[config.mk]
export PLATFORM = sky130hd
export DESIGN_NAME = alu16
export DESIGN_NICKNAME = d
export VERILOG_FILES = /design/src/rtl/alu16.sv
export SDC_FILE = /design/constraint.sdc
export NUM_CORES = 1
export LEC_CHECK = 0
export ABC_AREA = 0
export CORE_UTILIZATION = 58
export CTS_BUF_LIST = sky130_fd_sc_hd__clkbuf_4 sky130_fd_sc_hd__clkbuf_8 sky130_fd_sc_hd__clkbuf_16
export DETAILED_ROUTE_END_ITERATION = 7
export GPL_TIMING_DRIVEN = 0
export PLACE_DENSITY = 0.83
export SYNTH_ARGS = -nofsm -noshare
export SYNTH_HDL_FRONTEND = slang
export SYNTH_SLANG_ARGS = --single-unit
[constraint.sdc]
create_clock -name clk -period 4.95 [get_ports clk]
set_input_delay 0.99 -clock clk [delete_from_list [all_inputs] [get_ports clk]]
set_output_delay 0.99 -clock clk [all_outputs]
set_load 0.005 [all_outputs]
[src/rtl/alu16.sv]
`default_nettype none
// ============================================================================
//  Module   : alu16
//  Purpose  : 16-bit registered ALU (add/sub/logic/shift) with Z/C/N/V flags,
//             one result per cycle, latency 1.
//  Option   : define ALU16_SAT_EN to saturate ADD/SUB on signed overflow.
//  Revision : 1.0  initial release
// ============================================================================
module alu16 (
   input  logic        clk,
   input  logic        rst,
   input  logic [15:0] x,
   input  logic [15:0] y,
   input  logic [2:0]  select,
   input  logic        in_valid,
   output logic [15:0] ans,
   output logic        zero,
   output logic        carry,
   output logic        negative,
   output logic        overflow,
   output logic        out_valid
);

   typedef enum logic [2:0] {
      OP_ADD = 3'b000,
      OP_SUB = 3'b001,
      OP_AND = 3'b010,
      OP_OR  = 3'b011,
      OP_XOR = 3'b100,
      OP_NOR = 3'b101,
      OP_SHL = 3'b110,
      OP_SHR = 3'b111
   } op_e;

   localparam logic [15:0] C_SAT_POS = 16'h7FFF;
   localparam logic [15:0] C_SAT_NEG = 16'h8000;

   op_e         op_w;
   logic [3:0]  sh_w;
   logic [16:0] sum_w;
   logic [16:0] diff_w;
   logic [16:0] shl_w;
   logic [16:0] shr_w;
   logic        add_ovf_w;
   logic        sub_ovf_w;

   logic [15:0] res_w;
   logic        carry_d;
   logic        ovf_d;
   logic [15:0] ans_d;

   logic [15:0] ans_q;
   logic        zero_q;
   logic        carry_q;
   logic        neg_q;
   logic        ovf_q;
   logic        valid_q;

   assign op_w   = op_e'(select);
   assign sh_w   = y[3:0];
   assign sum_w  = {1'b0, x} + {1'b0, y};
   assign diff_w = {1'b0, x} - {1'b0, y};
   // Extra bit catches the last bit shifted out; it is zero when sh_w == 0.
   assign shl_w  = {1'b0, x} << sh_w;
   assign shr_w  = {x, 1'b0} >> sh_w;

   assign add_ovf_w = (x[15] == y[15]) && (sum_w[15]  != x[15]);
   assign sub_ovf_w = (x[15] != y[15]) && (diff_w[15] != x[15]);

   always_comb begin
      res_w   = 16'h0000;
      carry_d = 1'b0;
      ovf_d   = 1'b0;
      case (op_w)
         OP_ADD: begin
            res_w   = sum_w[15:0];
            carry_d = sum_w[16];
            ovf_d   = add_ovf_w;
         end
         OP_SUB: begin
            res_w   = diff_w[15:0];
            carry_d = diff_w[16];
            ovf_d   = sub_ovf_w;
         end
         OP_AND: res_w = x & y;
         OP_OR:  res_w = x | y;
         OP_XOR: res_w = x ^ y;
         OP_NOR: res_w = ~(x | y);
         OP_SHL: begin
            res_w   = shl_w[15:0];
            carry_d = shl_w[16];
         end
         OP_SHR: begin
            res_w   = shr_w[16:1];
            carry_d = shr_w[0];
         end
         default: begin
            res_w   = 16'h0000;
            carry_d = 1'b0;
            ovf_d   = 1'b0;
         end
      endcase
   end

   always_comb begin
      ans_d = res_w;
`ifdef ALU16_SAT_EN
      // Clamp toward the sign of x; carry keeps the unsaturated value.
      if (((op_w == OP_ADD) || (op_w == OP_SUB)) && ovf_d)
         ans_d = x[15] ? C_SAT_NEG : C_SAT_POS;
`endif
   end

   always_ff @(posedge clk) begin
      if (rst) begin
         ans_q   <= 16'h0000;
         zero_q  <= 1'b0;
         carry_q <= 1'b0;
         neg_q   <= 1'b0;
         ovf_q   <= 1'b0;
         valid_q <= 1'b0;
      end else begin
         valid_q <= in_valid;
         if (in_valid) begin
            ans_q   <= ans_d;
            zero_q  <= (ans_d == 16'h0000);
            carry_q <= carry_d;
            neg_q   <= ans_d[15];
            ovf_q   <= ovf_d;
         end
      end
   end

   assign ans       = ans_q;
   assign zero      = zero_q;
   assign carry     = carry_q;
   assign negative  = neg_q;
   assign overflow  = ovf_q;
   assign out_valid = valid_q;

endmodule
`default_nettype wire

==> results.py, run 1 <==
metrics = {
    "synth": {
        "yosys_register_bits": 20,
        "synthCells": 660,
        "synth_nets": 749,
        "synth_edf_count": 0,
        "synth_flop_cell": "dfxtp_1",
        "ys_seq_area_share_pct": 8.52,
        "synth_warnings": 0,
        "async_flop_share_pct": 0,
        "synth_adder_area_share_pct": 13.9,
        "yosys.area_share.simple_pct": 21.5,
        "syn_area_mm2": 0.00470,
        "post_synth_num_cell_types": 78,
        "synth_xor_area_share_pct": 3.54,
        "synth_top_family_by_area": "compound AO/OA/AOI/OAI gates",
        "synth-compound-area-share_pct": 31.7,
        "syn-mean-instance-area_um2": 7.12,
        "muxShareOfSynthArea_pct": 12.2,
    },
    "pwr": {
        "power_leakage_nw": 2.28,
        "power_uw": 873,
        "pwr_density_cell_mw_per_mm2": 158,
        "ir_worst_vdd_uv": 89.4,
    },
    "route": {
        "firstDrtPassIters": 6,
        "viasPerCell": 7.06,
        "first_iter_violations": 892,
        "postRouteAntennaNets": 0,
        "drc": 0,
        "wl_per_cell_um": 22.3,
        "wl_mm": 18.5,
        "vias": 5855,
    },
    "worst_hold_path": {
        "holdPathEnd": "ans[1]$_SDFFE_PP0P_",
        "whs_path_depth": 2,
        "hold_start": "ans[1]$_SDFFE_PP0P_",
        "hp-class": "flip-flop to flip-flop",
    },
    "timing": {
        "setup_viol": 0,
        "worst_slack_ns": 0.0508,
        "tightest_slew_ns": 1.02,
        "hold_violations": 0,
        "period_needed_ns": 4.90,
        "hold_ws_ns": 0.483,
        "slew_headroom_pct": 31.5,
        "fin_crit_sh_pct": 99.0,
        "fmax_mhz": 204,
        "skew_ns": 0,
        "drv_slew": 0,
    },
    "place": {
        "numPortBuffers": 57,
        "hpwl_mm": 14.5,
        "placed_area_mm2": 0.00540,
        "dp_slack_ns": -0.590,
        "gp_congestion": 1.12,
    },
    "worst_setup_path": {
        "crit_family": "simple AND/OR/NAND/NOR gates",
        "reg2reg_to": "carry$_SDFFE_PP0P_",
        "cp-start-kind": "input pin",
        "critPathSlowestCell": "clkdlybuf4s50_1",
        "crit_top_cell": "buf_2",
        "rrSetupSlack_ns": 3.80,
        "r2r-start": "carry$_SDFFE_PP0P_",
        "worst-setup-path-type": "input pin to flip-flop",
        "crit_fanout": 9,
        "crit_path_end_kind": "flip-flop",
        "path_cells": "clkdlybuf4s50_1 -> buf_2 -> clkinvlp_4 -> ha_1 -> buf_2 -> nor2b_1 -> o31ai_2 -> nand2_1 -> a32oi_1 -> xor2_1 -> o21ai_0 -> nor4_1 -> nand4b_1 -> nor4_2 -> a22o_1",
        "cp_num_buf_inv": 4,
        "slowest_delay_ns": 0.49,
        "worstRegToRegCells": 4,
        "cp.required_ns": 5.15,
        "worstPathArrival_ns": 5.10,
    },
    "floorplanning": {
        "dieArea_mm2": 0.00847,
        "start_util_pct": 60.5,
        "io_pins": 59,
        "die_h_um": 92.0,
        "die_w_um": 92.0,
        "core-area_mm2": 0.00777,
        "rows": 32,
    },
    "cts": {
        "ctsLongestPathBuffers": 2,
        "clk_latency_ns": 0.26,
        "cts_buffers": 3,
        "cts_tree": "built",
        "clkSlewWorstSetupHoldPaths_ns": 0.07,
        "h-tree-depth": 1,
        "cts_sinks": 20,
        "cts_root_buf": "clkbuf_8",
    },
    "global_routing": {
        "grt_max_degree": 16,
        "track_usage_pct": 42.6,
        "grt_pass1_vias": 5301,
        "antenna_found_initial": 0,
        "grt_pass1_wl_mm": 28.1,
        "overflow": 0,
    },
    "flow_run": {
        "cap_violations": 0,
    },
    "finish": {
        "fin_util_pct": 71.4,
        "final_area_mm2": 0.00554,
        "nNetsFinal": 818,
        "num_antenna_cells": 0,
        "syn_to_final_growth_pct": 17.9,
        "drive_above_1_share_pct": 10.2,
    },
    "outcome": {
        "status": "finished clean",
    },
}
==> worst max-delay path by stage <==
stage          from                   end  slack [ns]  cells past startpoint
6_report       y[2]     zero$_SDFFE_PP0P_        0.05                     15
3_3_place_gp   y[2]  ans[14]$_SDFFE_PP0P_       -0.50                     16
3_5_place_dp   y[2]  ans[14]$_SDFFE_PP0P_       -0.59                     16
5_1_grt        y[2]     zero$_SDFFE_PP0P_      -0.005                     15
4_1_cts        y[0]     zero$_SDFFE_PP0P_       0.007                     15
2_1_floorplan  y[2]     zero$_SDFFE_PP0P_        0.73                     15
==> flip-flops by register name, indices dropped and copies added (netlist names) <==
register / flops
out_valid: 1
overflow: 1
ans: 16
carry: 1
zero: 1
==> synthesized netlist by cell type, types with 7 or more instances <==
master | n | area share, %
o22ai_1 | 10 | 1.3
o31ai_1 | 8 | 1.3
nor2_1 | 73 | 5.8
ha_1 | 49 | 13
dfxtp_1 | 20 | 8.5
a211oi_1 | 17 | 2.7
o21a_1 | 7 | 1.1
clkbuf_1 | 19 | 1.5
nand3_1 | 10 | 1.1
a21oi_1 | 46 | 4.9
o221ai_1 | 7 | 1.3
o21ai_0 | 35 | 3.7
inv_1 | 50 | 4.0
mux2_2 | 7 | 1.7
nand2_1 | 59 | 4.7
nor2b_1 | 12 | 1.6
mux4_2 | 9 | 4.3
nand2b_1 | 9 | 1.2
buf_2 | 20 | 2.1
mux2i_1 | 28 | 6.0
xnor2_1 | 14 | 2.6
nor3_1 | 19 | 2.0
o211ai_1 | 12 | 1.9
==> what timing repair did <==
| item | 4_1_cts | 5_1_grt |
|---|---|---|
| gates resized for setup | 3 | 7 |
| pin swaps | 0 | 1 |
| buffers inserted | 0 | 9 |
| hold buffers | 0 | 0 |
| endpoints found under the setup margin | 4 | 3 |
==> report_power, final <==
group          internal (mW)  total [mW]  switching (mW)  leakage, nW
Clock                 0.0542       0.104          0.0499       0.0216
Sequential             0.173       0.179         0.00581        0.165
Combinational          0.236       0.590           0.353         2.09
Total                  0.464       0.873           0.409         2.28
==> layer usage <==
metal	routed length (um)	global-route usage, %	share of wire, %	up-vias
met5	0	0	0	-
met4	1110	21.6	6.0	0
met3	2090	7.38	11	107
met2	8220	69.0	44	474
met1	7080	54.0	38	2709
li1	-	-	-	2565
==> worst register-to-register path: stages, from the launching register on <==
cell and delay, ns:
dfxtp_1 0.32, nor2b_1 0.15, a221o_1 0.28, nor3_1 0.16, a311oi_1 0.11
==> stage by stage <==
| step | std cells | TNS (ns) |
|---|---|---|
| after floorplan | 660 | 0 |
| after global placement | 819 | -1.43 |
| after detailed placement | 819 | -1.84 |
| after CTS | 821 | 0 |
| after global routing | 829 | -0.00515 |
| final | 829 | 0 |
==> layout by cell type, fill, tap and decap left out, types with 7 or more instances in the layout <==
master,n
a211oi_1,17
a21oi_1,46
buf_2,19
buf_4,12
clkbuf_1,18
clkdlybuf4s50_1,57
dfxtp_1,20
ha_1,49
inv_1,48
mux2_2,7
mux2i_1,28
mux4_2,9
nand2_1,59
nand2b_1,9
nand3_1,10
nor2_1,73
nor2b_1,12
nor3_1,19
o211ai_1,12
o21a_1,7
o21ai_0,35
o221ai_1,7
o22ai_1,10
o31ai_1,7
xnor2_1,14
==> logic make-up after synthesis <==
logic type	after synthesis
xor gates and xnor gates	19
buffers and inverters	97
muxes	45
AOI/OAI and AO/OA	213
adders and majority gates	51
and+or+nand+nor	215
DFF	20
==> final cells by class <==
cell class / count / area (um^2)
clock buffer: 3 / 41.3
fill: 674 / 2220
buffer: 45 / 211
sequential: 20 / 400
timing repair buffer: 66 / 638
tap: 102 / 128
inverter: 50 / 195
multi-input combinational: 543 / 3930
No activity file was read; power rests on OpenSTA's default activity.
==> inputs of run 2 (changes only) <==
--- a/config.mk
+++ b/config.mk
@@ -8,6 +8,7 @@
 export ABC_AREA = 0
 export CORE_UTILIZATION = 58
 export CTS_BUF_LIST = sky130_fd_sc_hd__clkbuf_4 sky130_fd_sc_hd__clkbuf_8 sky130_fd_sc_hd__clkbuf_16
+export CTS_CLUSTER_SIZE = 25
 export DETAILED_ROUTE_END_ITERATION = 7
 export GPL_TIMING_DRIVEN = 0
 export PLACE_DENSITY = 0.83
==> results of run 2 <==
Final layout, timing and power as in run 1 (identical DEF).
